[config.mk]
export PLATFORM = sky130hd
export DESIGN_NAME = adc128_scan_sched
export DESIGN_NICKNAME = d
export VERILOG_FILES = /design/src/rtl/adc128_scan_sched.sv
export SDC_FILE = /design/constraint.sdc
export NUM_CORES = 1
export LEC_CHECK = 0
export BUFFER_PORTS_ARGS = -buffer_cell sky130_fd_sc_hd__buf_2
export CAP_MARGIN = 20
export CORE_ASPECT_RATIO = 1.75
export CORE_MARGIN = 4
export CORE_UTILIZATION = 40
export CTS_CLUSTER_DIAMETER = 100
export DETAILED_ROUTE_END_ITERATION = 6
export GPL_TIMING_DRIVEN = 0
export PLACE_DENSITY = 0.65
export SLEW_MARGIN = 20
export SYNTH_ARGS = -nofsm -noshare
export SYNTH_HDL_FRONTEND = slang
export SYNTH_SLANG_ARGS = --single-unit
[constraint.sdc]
create_clock -name clk_i -period 2.2 [get_ports clk_i]
set_clock_uncertainty 0.15 [all_clocks]
set_input_delay 0.33 -clock clk_i [delete_from_list [all_inputs] [get_ports clk_i]]
set_output_delay 0.33 -clock clk_i [all_outputs]
set_load 0.03 [all_outputs]
[src/rtl/adc128_scan_sched.sv]
// rtl/adc128_scan_sched.sv - periodic scan and software conversion scheduler for the ADC128 engine
module adc128_scan_sched #(
    parameter int DW       = 12,
    parameter int PERIOD_W = 16,
    parameter int TIMEOUT  = 64
) (
    input  logic                clk_i,
    input  logic                rst_n_i,
    input  logic                cfg_en_i,
    input  logic [7:0]          cfg_ch_mask_i,
    input  logic [PERIOD_W-1:0] cfg_period_i,
    input  logic                err_clr_i,
    input  logic                sw_req_i,
    input  logic [2:0]          sw_ch_i,
    output logic                sw_ack_o,
    output logic [DW-1:0]       sw_data_o,
    output logic                conv_start_o,
    output logic [2:0]          conv_ch_o,
    input  logic                conv_done_i,
    input  logic [DW-1:0]       conv_data_i,
    output logic                res_we_o,
    output logic [2:0]          res_addr_o,
    output logic [DW-1:0]       res_data_o,
    output logic                round_done_o,
    output logic                err_timeout_o,
    output logic                err_ovr_o
);

    localparam logic [1:0] S_IDLE  = 2'd0;
    localparam logic [1:0] S_ISSUE = 2'd1;
    localparam logic [1:0] S_WAIT  = 2'd2;
    localparam logic [1:0] S_STORE = 2'd3;

    // The WAIT countdown starts at TIMEOUT-1 so expiry lands exactly TIMEOUT clocks after entry.
    localparam int              TO_W    = (TIMEOUT > 2) ? $clog2(TIMEOUT) : 1;
    localparam logic [TO_W-1:0] TO_LOAD = TO_W'(TIMEOUT - 1);

    logic [1:0]          state_q, state_d;
    logic [PERIOD_W-1:0] timer_q, timer_d;
    logic                pend_q, pend_d;
    logic                act_q, act_d;
    logic [7:0]          mask_q, mask_d;
    logic [2:0]          ch_q, ch_d;
    logic                is_sw_q, is_sw_d;
    logic [TO_W-1:0]     to_q, to_d;
    logic                sw_ack_q, sw_ack_d;
    logic [DW-1:0]       sw_data_q, sw_data_d;
    logic                res_we_q, res_we_d;
    logic [2:0]          res_addr_q, res_addr_d;
    logic [DW-1:0]       res_data_q, res_data_d;
    logic                done_q, done_d;
    logic                err_to_q, err_to_d;
    logic                err_ovr_q, err_ovr_d;

    logic [2:0]          nxt_ch;
    logic [PERIOD_W-1:0] reload;
    logic                expire;

    // Lowest remaining channel of the current round; mask_q holds only not-yet-issued channels.
    always_comb begin
        nxt_ch = 3'd0;
        for (int i = 7; i >= 0; i--) begin
            if (mask_q[i]) begin
                nxt_ch = 3'(i);
            end
        end
    end

    // Next-state logic: period timer, round bookkeeping, conversion FSM and sticky errors.
    always_comb begin
        state_d    = state_q;
        timer_d    = timer_q;
        pend_d     = pend_q;
        act_d      = act_q;
        mask_d     = mask_q;
        ch_d       = ch_q;
        is_sw_d    = is_sw_q;
        to_d       = to_q;
        sw_ack_d   = 1'b0;
        sw_data_d  = sw_data_q;
        res_we_d   = 1'b0;
        res_addr_d = res_addr_q;
        res_data_d = res_data_q;
        done_d     = 1'b0;
        err_to_d   = err_to_q & ~err_clr_i;
        err_ovr_d  = err_ovr_q & ~err_clr_i;
        expire     = 1'b0;
        reload     = (cfg_period_i == '0) ? PERIOD_W'(1) : cfg_period_i;

        case (state_q)
            S_IDLE: begin
                if (sw_req_i) begin
                    state_d = S_ISSUE;
                    ch_d    = sw_ch_i;
                    is_sw_d = 1'b1;
                end else if (!cfg_en_i) begin
                    act_d  = 1'b0;
                    pend_d = 1'b0;
                end else if (act_q) begin
                    if (mask_q != 8'd0) begin
                        state_d        = S_ISSUE;
                        ch_d           = nxt_ch;
                        is_sw_d        = 1'b0;
                        mask_d[nxt_ch] = 1'b0;
                    end else begin
                        // Round emptied by a timed-out last channel: end it quietly.
                        act_d = 1'b0;
                    end
                end else if (pend_q) begin
                    mask_d = cfg_ch_mask_i;
                    pend_d = 1'b0;
                    act_d  = (cfg_ch_mask_i != 8'd0);
                end
            end
            S_ISSUE: begin
                to_d    = TO_LOAD;
                state_d = S_WAIT;
            end
            S_WAIT: begin
                if (conv_done_i) begin
                    state_d = S_STORE;
                    if (is_sw_q) begin
                        sw_ack_d  = 1'b1;
                        sw_data_d = conv_data_i;
                    end else begin
                        res_we_d   = 1'b1;
                        res_addr_d = ch_q;
                        res_data_d = conv_data_i;
                        if (mask_q == 8'd0) begin
                            done_d = 1'b1;
                            act_d  = 1'b0;
                        end
                    end
                end else if (to_q == '0) begin
                    state_d  = S_IDLE;
                    err_to_d = 1'b1;
                    if (is_sw_q) begin
                        sw_ack_d  = 1'b1;
                        sw_data_d = '1;
                    end
                end else begin
                    to_d = to_q - TO_W'(1);
                end
            end
            default: begin
                state_d = S_IDLE;
            end
        endcase

        // Timer runs last so an expiry re-queues a round even in the cycle a pending one starts.
        if (!cfg_en_i) begin
            timer_d = cfg_period_i;
        end else if (timer_q <= PERIOD_W'(1)) begin
            timer_d = reload;
            expire  = 1'b1;
        end else begin
            timer_d = timer_q - PERIOD_W'(1);
        end
        if (expire) begin
            pend_d = 1'b1;
            if (pend_q || act_q) begin
                err_ovr_d = 1'b1;
            end
        end
    end

    // State registers with synchronous active-low reset.
    always_ff @(posedge clk_i) begin
        if (!rst_n_i) begin
            state_q    <= S_IDLE;
            timer_q    <= cfg_period_i;
            pend_q     <= 1'b0;
            act_q      <= 1'b0;
            mask_q     <= 8'd0;
            ch_q       <= 3'd0;
            is_sw_q    <= 1'b0;
            to_q       <= '0;
            sw_ack_q   <= 1'b0;
            sw_data_q  <= '0;
            res_we_q   <= 1'b0;
            res_addr_q <= 3'd0;
            res_data_q <= '0;
            done_q     <= 1'b0;
            err_to_q   <= 1'b0;
            err_ovr_q  <= 1'b0;
        end else begin
            state_q    <= state_d;
            timer_q    <= timer_d;
            pend_q     <= pend_d;
            act_q      <= act_d;
            mask_q     <= mask_d;
            ch_q       <= ch_d;
            is_sw_q    <= is_sw_d;
            to_q       <= to_d;
            sw_ack_q   <= sw_ack_d;
            sw_data_q  <= sw_data_d;
            res_we_q   <= res_we_d;
            res_addr_q <= res_addr_d;
            res_data_q <= res_data_d;
            done_q     <= done_d;
            err_to_q   <= err_to_d;
            err_ovr_q  <= err_ovr_d;
        end
    end

    assign conv_start_o  = (state_q == S_ISSUE);
    assign conv_ch_o     = ch_q;
    assign sw_ack_o      = sw_ack_q;
    assign sw_data_o     = sw_data_q;
    assign res_we_o      = res_we_q;
    assign res_addr_o    = res_addr_q;
    assign res_data_o    = res_data_q;
    assign round_done_o  = done_q;
    assign err_timeout_o = err_to_q;
    assign err_ovr_o     = err_ovr_q;

endmodule
== Word level (Yosys, flattened, before mapping) ==
Index checks and enable logic that the tools add are counted.
Cells by class
  order comparisons: 3
  bitwise operators: 10
  equal/unequal tests: 15
  reductions and logical operators: 27
  add/sub/neg operators: 2
  mux-type cells: 65
Operators by type and width (count)
  $mux W16: 4
  $mux W12: 4
  $mux W3: 12
  $mux W1: 30
  $mux W8: 3
  $le A16 B1 Y1 const B: 1
  $logic_not A16 Y1: 1
  $reduce_bool A2 Y1: 8
  $reduce_bool A8 Y1: 2
  $sub A16 B1 Y16 const B: 1
  $reduce_and A3 Y1: 5
  $mux W2: 6
  $mux W6: 2
  $ne A2 B2 Y1 const B: 6
  $ne A3 B3 Y1 const B: 4
  $pmux W6 S2: 1
  $reduce_and A5 Y1: 2
  $and A8 B8 Y8: 1
  $logic_not A8 Y1: 1
  $not A8 Y8: 1
  $reduce_and A4 Y1: 2
  $logic_not A6 Y1: 1
  $not A1 Y1: 6
  $pmux W2 S3: 1
  15 further kinds: 17
Word-level totals
  logic and storage cells: 138
  input bits: 45
  register bits after elaboration: 70
  output and inout port bits: 36

== Longest topological paths before layout ==
Gate-level depths: netlist (run 1).
  word-level depth: 16
  mapped depth: 9
  depth with buffers taken out: 7

== Least setup slack after synthesis (run 1) ==
OpenSTA, ideal clock, no wires.
  path kind: flip-flop to flip-flop
  start: register timer_q[6]
  end: register timer_q[12]
  cell stages (with the launch flop): 6
  required time: 1.933 ns
  buffers on the path: 0
  clock period less this slack: 2.087 ns
  setup slack: 0.113 ns
  library setup time: 0.117 ns
  data arrival time: 1.820 ns
  path through: dfxtp_1 or4_4 or4b_4 nor3b_2 xnor2_1 o21ai_2
On the way
  cells in the longest elaborated chain, start to end: 4
  elaborated cells between the ends (all ways): 5
  those cells by class: 1 x add/sub; 1 x order compare; 3 x mux
Ends and longest elaborated chain
  start, declared: line 39  | logic [PERIOD_W-1:0] timer_q, timer_d;
  start signal, assigned: line 171  | timer_q <= cfg_period_i;
  start signal, assigned: line 188  | timer_q <= timer_d;
  $sub A16 B1 Y16 or $le A16 B1 Y1 (tied branches): line 157, 153
  $mux W16 (*): line 153  | end else if (timer_q <= PERIOD_W'(1)) begin
  $mux W16 (*): line 151  | if (!cfg_en_i) begin
  $mux W16 (*): line 169  | if (!rst_n_i) begin
Every way passes the cells marked *; elsewhere a longest branch is shown, timed or not.
A chain may end at the register's enable or synchronous reset.

== Final worst setup path (run 1) ==
  start: register timer_q[7]
  end: register timer_q[12]
Same word-level chain as after synthesis.

==> results of run 1 <==
==> cells in the mapped netlist (5+ instances only) <==
master	count	share of area, %
xor2_1	6	1.6
a21oi_1	31	4.9
clkbuf_1	16	1.9
xnor2_1	9	2.5
a311oi_1	13	3.6
nand2b_1	5	0.98
nor2_1	44	5.2
nand3_1	8	1.3
dfxtp_1	70	44
nor3_1	12	1.9
nor4_1	10	2.0
ha_1	8	3.1
o21ai_0	19	3.0
nand2_1	67	7.9
inv_1	23	2.7
==> stage by stage <==
stage	total power [mW]	hold slack, ps	utilization [%]	TNS [ps]	instances
global route	4.33	65.3	53.7	-498	580
finish	4.07	60.4	53.7	0	580
detailed placement	2.60	293	48.1	-5350	563
floorplan	2.30	279	-	0	396
CTS	4.06	51.0	52.6	0	577
global placement	2.58	291	48.1	-3680	563
==> sequential cells by signal, summed over array words and instances (netlist names), 2 cells and up <==
signal / count
res_addr_o: 3
conv_ch_o: 3
sw_data_o: 12
to_q: 6
mask_q: 8
state_q: 2
res_data_o: 12
timer_q: 16
==> path summary, 6_finish.rpt <==
| check | startpoint | to | slack (ps) | depth (start not counted) |
|---|---|---|---|---|
| max | timer_q[7]$_DFF_P_ | timer_q[12]$_DFF_P_ | 10 | 5 |
| min | cfg_period_i[3] | timer_q[3]$_DFF_P_ | 60 | 2 |
| max reg2reg | timer_q[7]$_DFF_P_ | timer_q[12]$_DFF_P_ | 10 | 5 |
| min reg2reg | res_data_o[3]$_SDFFE_PN0P_ | res_data_o[3]$_SDFFE_PN0P_ | 300 | 2 |
==> cell families (layout without fill, tap and decap cells) <==
| logic type | after synthesis | count (layout) | share of synthesized area [%] |
|---|---|---|---|
| compound gates | 94 | 94 | 19.7 |
| xor+xnor | 15 | 15 | 4.12 |
| fa+ha+maj | 8 | 8 | 3.14 |
| buf+inv | 42 | 138 | 4.99 |
| flops | 70 | 70 | 44.0 |
| simple gates | 167 | 167 | 24.1 |
==> power groups by stage <==
stage          Clock (mW)  Sequential [mW]  Combinational [mW]
2_1_floorplan           0             1.67               0.636
3_3_place_gp            0             1.56                1.02
3_5_place_dp            0             1.57                1.04
4_1_cts              1.47             1.54                1.05
5_1_grt              1.54             1.57                1.22
6_report             1.43             1.55                1.09
==> worst register-to-register path, delay by kind of cell, from the launching register on <==
| family | cells | cell delay [ps] |
|---|---|---|
| compound gates | 1 | 70 |
| xor+xnor | 1 | 150 |
| simple gates | 3 | 1390 |
| flops | 1 | 320 |
==> per-layer routing <==
metal	share of wire (%)	up-vias	global-route usage, %
li1	-	1567	-
met1	37	1423	18.8
met2	54	95	35.1
met3	5.8	16	5.10
met4	2.6	0	9.06
met5	0	-	0
==> timing repair <==
| item | 4_1_cts | 5_1_grt |
|---|---|---|
| buffers inserted | 0 | 3 |
| setup endpoints to repair | 47 | 33 |
| gates resized for setup | 12 | 19 |
| pin swaps | 2 | 5 |
==> cell type report <==
cell class	instances	area share, %
plain buffers	17	1.94
clock buffers	10	5.56
clock inverters	6	1.76
inverters	23	2.10
multi-input cells	284	41.7
flip-flops and latches	70	34.1
well taps	88	2.67
repair buffers	82	10.1
==> reports/results.ini, run 1 <==
[worst_setup_path]
critPathRequiredTime_ps = 2270
worst_ep_arrival_time_ps = 2260
critPathLaunchType = register
crit_chain = or4_4 -> or4b_4 -> nor3b_4 -> xnor2_2 -> o21ai_2
cpPeakStageDelay_ps = 600
crit_slowest_cell = or4b_4
timing_worst_setup_path_type = register to register
cp_top_family = simple AND/OR/NAND/NOR gates
end_kind = register
cp_max_fo = 4
cp_num_buf_inv = 0

[die]
die_height_um = 126
core_um2 = 7670
start_util_pct = 41.5
io_pins = 81
rows = 42
dieArea_um2 = 9510
die_w_um = 75.5

[hold_path]
hp-class = primary input to register

[status]
run_status = complete, no violations

[layout]
area_delta_synth_final_pct = 29.2
design_area_um2 = 4120
multi_input_area_um2 = 1720
seqCellArea_um2 = 1410
diodes = 0
drive_gt1_share_pct = 26.0
mostFrequentLayoutCells = buf_2, nand2_1, dfxtp_1
nNetsFinal = 540
layout_commonest_cell = buf_2
nFillCells = 758

[timing]
period_needed_ps = 2190
relSlewSlack_pct = 58.5
rsz0062_at_grt = yes
setup_ws_ps = 10.7
slew_viol_final = 0
hold_viol = 0
setup_violations = 0
timing.final.crit_share_pct = 99.5
tightest_slew_ps = 622
max_freq_mhz = 457

[power_and_ir_drop]
leakage_nw = 1.73
p_seq_share_pct = 38.0
clockPowerShare_pct = 35.2
p_switching_mw = 1.35
internal-power_mw = 2.72
sw_frac_of_total_pct = 33.2
pwr-share-comb_pct = 26.8
vdd_drop_max_mv = 0.505
power-per-cell-area_nw_per_um2 = 989

[drt]
drcViolationCount = 0
drtPass1Iterations = 4
vias_per_cell = 5.35
num_vias = 3101
drt-total-wl_mm = 8.69
dr.first_iter.drc_count = 127
routedWlPerCell_um = 15.0
antenna_left = 0

[clock_network]
cts_hold_buf = 0
clockBufferDepth = 2
clock_latency_ps = 330
htree_levels = 3
cts_tree = yes
cts-root-buf = clkbuf_16
cts.clk_slew.worst_paths_ps = 60
numCtsBuffers = 9
clkSinkCount = 70

[synth]
syn_inst = 396
synthDistinctLibCells = 49
yosysWarnings = 0
synth_nets = 449
synth_edf_count = 0
avgSynthCellArea_um2 = 8.05
synth_seq_area_share_pct = 44.0
async_flop_share_pct = 0
ys_ff_latch = 70
synthFlopType = dfxtp_1
netlist_area_um2 = 3190

[run]
maxCapViolations = 0

[global_routing]
grt_pass1_vias = 3175
grt_pass1_wl_mm = 14.1
grt_antenna_before_repair = 0
grt_use_total_pct = 19.1
grt_max_degree = 14
grt_overflow_total = 0

[placed_design]
gp_congestion = 0.861
io_buffers = 79
place_area_um2 = 3690
hpwl_mm = 6.62
dpl_worst_slack_ps = -303

Power figures use the tool's default switching activity.
==> inputs of run 2 (changes only) <==
--- a/config.mk
+++ b/config.mk
@@ -5,9 +5,8 @@
 export SDC_FILE = /design/constraint.sdc
 export NUM_CORES = 1
 export LEC_CHECK = 0
-export BUFFER_PORTS_ARGS = -buffer_cell sky130_fd_sc_hd__buf_2
+export BUFFER_PORTS_ARGS = -buffer_cell sky130_fd_sc_hd__buf_4
 export CAP_MARGIN = 20
-export CORE_ASPECT_RATIO = 1.75
 export CORE_MARGIN = 4
 export CORE_UTILIZATION = 40
 export CTS_CLUSTER_DIAMETER = 100
==> run 2 against run 1 <==
Effect of this change: core utilization up 0.41 points; non-clock buffer count fell by 3; first-iteration DRC count rose by 6.3%; sequential share of layout area is 0.50 points lower; clock power down 27%; total power shrank 8.2%; largest power group unchanged; worst setup slack better by 45 ps; critical endpoint unchanged; combinational power up 6%; sequential power about the same.
==> reports/results.ini, run 2 (synthesis gave the netlist of run 1 again) <==
[run]
maxCapViolations = 0

[placed_design]
place_area_um2 = 3910
io_buffers = 79
hpwl_mm = 6.41
gp_congestion = 0.818

[drt]
drt-total-wl_mm = 8.53
drcViolationCount = 0
vias_per_cell = 5.24
routedWlPerCell_um = 14.4
num_vias = 3097
drtPass1Iterations = 4
antenna_left = 0
dr.first_iter.drc_count = 135

[clock_network]
cts-root-buf = clkbuf_8
clockBufferDepth = 2
cts_tree = yes
cts_hold_buf = 0
clkSinkCount = 70
numCtsBuffers = 9
htree_levels = 3
clock_latency_ps = 350
cts.clk_slew.worst_paths_ps = 70

[layout]
top_register = timer_q
drive_gt1_share_pct = 25.8
area_delta_synth_final_pct = 31.1
largest_reg_flops = 16
diodes = 0
design_area_um2 = 4180
mostFrequentLayoutCells = buf_4, nand2_1, dfxtp_1
nNetsFinal = 537
layout_commonest_cell = buf_4

[global_routing]
grt_use_total_pct = 18.2
grt_antenna_before_repair = 0
grt_pass1_wl_mm = 14.3
grt_overflow_total = 0
grt_max_degree = 14
grt_pass1_vias = 2981

[worst_setup_path]
rrSetupSlack_ps = 60
cp_max_fo = 5
end_kind = register
r2r_cells = 5
worst_ep_arrival_time_ps = 2230
critPathRequiredTime_ps = 2290
critPathLaunchType = register
timing_worst_setup_path_type = register to register
worstReg2RegEnd = timer_q[12]$_DFF_P_
r2r_start = timer_q[6]$_DFF_P_

[timing]
max_freq_mhz = 466
rsz0062_at_grt = yes
fin_hold_ws_ps = 38.9
period_needed_ps = 2140
hold_viol = 0
timing.final.crit_share_pct = 97.5
slew_viol_final = 0
finalSetupTns_ps = 0
tightest_slew_ps = 590
setup_violations = 0
relSlewSlack_pct = 60.7

[power_and_ir_drop]
power-per-cell-area_nw_per_um2 = 895
leakage_nw = 1.69
vdd_drop_max_mv = 0.454

[hold_path]
min_path_cells = 2
hold_start = err_clr_i
worst_hold_path.endpoint = err_ovr_o$_SDFF_PN0_
hp-class = primary input to register

[die]
core_um2 = 7730
die_w_um = 97.3
rows = 32
dieArea_um2 = 9460
io_pins = 81
die_height_um = 97.3
start_util_pct = 41.2

[status]
run_status = complete, no violations

==> run 2: what timing repair did <==
| item | CTS | global route |
|---|---|---|
| gates resized for setup | 8 | 17 |
| pin swaps | 1 | 5 |
| setup buffers | 0 | 1 |
| endpoints found under the setup margin | 47 | 44 |
==> run 2: where the power goes <==
| part | internal, mW | switching, mW |
|---|---|---|
| combinational | 0.453 | 0.694 |
| sequential | 1.42 | 0.124 |
| clock | 0.527 | 0.520 |
==> run 2: cell type report <==
type,count,area [µm²]
plain buffers,16,68.8
clock buffers,9,124
clock inverters,7,73.8
fillers,760,3550
inverters,23,86.3
multi-input cells,284,1690
flip-flops and latches,70,1410
well taps,102,128
repair buffers,80,601
==> run 2: worst max-delay path: stages, from the launching register on <==
cell	delay (ps)
dfxtp_2	340
or4_4	560
or4b_4	560
nor3b_2	230
xnor2_1	160
o21ai_2	60
==> run 2: layer usage <==
metal	part of all wire (%)	global-route usage, %	vias up
li1	-	-	1567
met1	48	24.3	1444
met2	46	28.6	68
met3	4.7	4.74	18
met4	1.9	6.39	0
met5	0	0	-
==> run 2: worst max path at each step <==
stage | endpoint | cells past startpoint | from | slack (ps)
6_report | timer_q[12]$_DFF_P_ | 5 | timer_q[6]$_DFF_P_ | 60
3_3_place_gp | res_addr_o[1]$_SDFFE_PN0P_ | 9 | state_q[0]$_SDFFE_PN0P_ | -220
4_1_cts | timer_q[12]$_DFF_P_ | 5 | timer_q[6]$_DFF_P_ | 20
2_1_floorplan | timer_q[12]$_DFF_P_ | 5 | timer_q[6]$_DFF_P_ | 110
5_1_grt | mask_q[3]$_SDFFE_PN0P_ | 7 | state_q[0]$_SDFFE_PN0P_ | -50
3_5_place_dp | res_addr_o[0]$_SDFFE_PN0P_ | 9 | state_q[0]$_SDFFE_PN0P_ | -270
==> run 2: through the flow <==
step | cells | util (%) | power [mW] | setup slack, ps
after floorplan | 396 | - | 2.30 | 113
after global placement | 577 | 50.6 | 2.63 | -224
after detailed placement | 577 | 50.6 | 2.66 | -270
after CTS | 591 | 53.3 | 3.71 | 19.3
after global routing | 591 | 54.1 | 3.97 | -46.7
final | 591 | 54.1 | 3.74 | 55.7
==> inputs of run 3 (changes only) <==
--- a/config.mk
+++ b/config.mk
@@ -13,6 +13,7 @@
 export DETAILED_ROUTE_END_ITERATION = 6
 export GPL_TIMING_DRIVEN = 0
 export PLACE_DENSITY = 0.65
+export SETUP_SLACK_MARGIN = 0.1
 export SLEW_MARGIN = 20
 export SYNTH_ARGS = -nofsm -noshare
 export SYNTH_HDL_FRONTEND = slang
==> constraint.sdc (replaced) <==
create_clock -name clk_i -period 2.2 [get_ports clk_i]
set_clock_uncertainty 0.15 [all_clocks]
set_input_delay 0.44 -clock clk_i [delete_from_list [all_inputs] [get_ports clk_i]]
set_output_delay 0.44 -clock clk_i [all_outputs]
set_load 0.03 [all_outputs]
==> run 3 against run 2 <==
Effect of this change: global-route usage rose by 0.24 points; first-iteration DRC count fell by 25%; total power increased by 2.2%; critical endpoint unchanged; highest routed layer unchanged.
==> reports/results.ini, run 3 (synthesis gave the netlist of run 1 again) <==
[global_routing]
grt_antenna_before_repair = 0
grt_pass1_vias = 3020
grt_use_total_pct = 18.5
grt_overflow_total = 0
grt_pass1_wl_mm = 14.5
grt_max_degree = 14

[clock_network]
cts.clk_slew.worst_paths_ps = 80
cts-root-buf = clkbuf_8
clkSinkCount = 70
numCtsBuffers = 9
cts_tree = yes
clock_latency_ps = 350
clockBufferDepth = 2
cts_hold_buf = 0
htree_levels = 3

[die]
die_height_um = 97.3
core_um2 = 7730
dieArea_um2 = 9460
io_pins = 81
die_w_um = 97.3
start_util_pct = 41.2
rows = 32

[hold_path]
hp-class = primary input to register

[layout]
drive_gt1_share_pct = 28.0
diodes = 0
nNetsFinal = 544
mostFrequentLayoutCells = buf_4, nand2_1, dfxtp_1
top_register = timer_q
final_core_util_pct = 55.4
largest_reg_flops = 16
area_delta_synth_final_pct = 34.4
layout_commonest_cell = buf_4
nFillCells = 750

[drt]
drt-total-wl_mm = 8.64
drtPass1Iterations = 4
routedWlPerCell_um = 14.4
vias_per_cell = 5.24
num_vias = 3131
drcViolationCount = 0
antenna_left = 0
dr.first_iter.drc_count = 101

[timing]
period_needed_ps = 2100
max_freq_mhz = 476
relSlewSlack_pct = 61.5
timing.final.crit_share_pct = 95.6
tightest_slew_ps = 578
hold_viol = 0
slew_viol_final = 0
rsz0062_at_grt = yes
setup_violations = 0

[power_and_ir_drop]
power-per-cell-area_nw_per_um2 = 892
vdd_drop_max_mv = 0.455
leakage_nw = 1.74
power_mw = 3.82

[worst_setup_path]
critPathRequiredTime_ps = 2290
critPathLaunchType = register
end_kind = register
worst_ep_arrival_time_ps = 2200
timing_worst_setup_path_type = register to register
cp_max_fo = 4

[run]
maxCapViolations = 0

[placed_design]
io_buffers = 79
hpwl_mm = 6.41
gp_congestion = 0.818

[status]
run_status = complete, no violations

## run 3: cell count changes in the layout (fill, tap and decap cells not counted), sizes merged
cell    change
buf         +4
clkbuf      +3
## run 3: worst max-delay path, cell delays in order (launching register included)
cell and delay [ps]:
dfxtp_2 320, or4_4 550, or4b_4 560, nor3b_2 210
xnor2_1 160, o21ai_2 60
## run 3: stage by stage
stage | instances | TNS (ps) | instance area [µm²] | hold slack [ps] | setup WS (ps)
floorplan | 396 | 0 | 3190 | 309 | 113
global placement | 577 | -3080 | 3910 | 295 | -224
detailed placement | 577 | -4960 | 3910 | 298 | -270
CTS | 594 | 0 | 4180 | 139 | 83.2
global route | 598 | -11.7 | 4280 | 138 | -11.7
finish | 598 | 0 | 4280 | 151 | 97.1
## run 3: area by class of cell
cell class                 instances  area [µm²]  area share, %
tap                              102         128           2.98
inverter                          23        86.3           2.02
timing repair buffer              85         638           14.9
clock inverter                     7        73.8           1.72
clock buffer                       9         124           2.89
multi-input combinational        284        1740           40.6
sequential                        70        1410           32.8
buffer                            18        88.8           2.07
## run 3: power breakdown
| group | leakage, nW | internal (mW) | total, mW | switching (mW) |
|---|---|---|---|---|
| Combinational | 1.06 | 0.510 | 1.22 | 0.715 |
| Sequential | 0.574 | 1.42 | 1.55 | 0.129 |
| Clock | 0.0996 | 0.527 | 1.04 | 0.517 |
## run 3: final timing paths
| check | startpoint | end | slack (ps) | depth (start not counted) |
|---|---|---|---|---|
| worst max-delay path | timer_q[7]$_DFF_P_ | timer_q[12]$_DFF_P_ | 100 | 5 |
| worst min-delay path | cfg_period_i[4] | timer_q[4]$_DFF_P_ | 150 | 3 |
| worst max register to register | timer_q[7]$_DFF_P_ | timer_q[12]$_DFF_P_ | 100 | 5 |
| worst min register to register | res_data_o[3]$_SDFFE_PN0P_ | res_data_o[3]$_SDFFE_PN0P_ | 310 | 2 |
## run 3: timing repair
item	in CTS	in global routing
setup buffers	2	4
gates cloned	0	0
endpoints found under the setup margin	63	46
pin swaps	4	2
gates resized for setup	19	25
## run 3: metal layers
metal	up-vias	wire length (µm)	global-route usage [%]
li1	1577	-	-
met1	1461	3970	24.3
met2	78	4040	29.1
met3	15	475	5.03
met4	0	153	6.60
met5	-	0	0
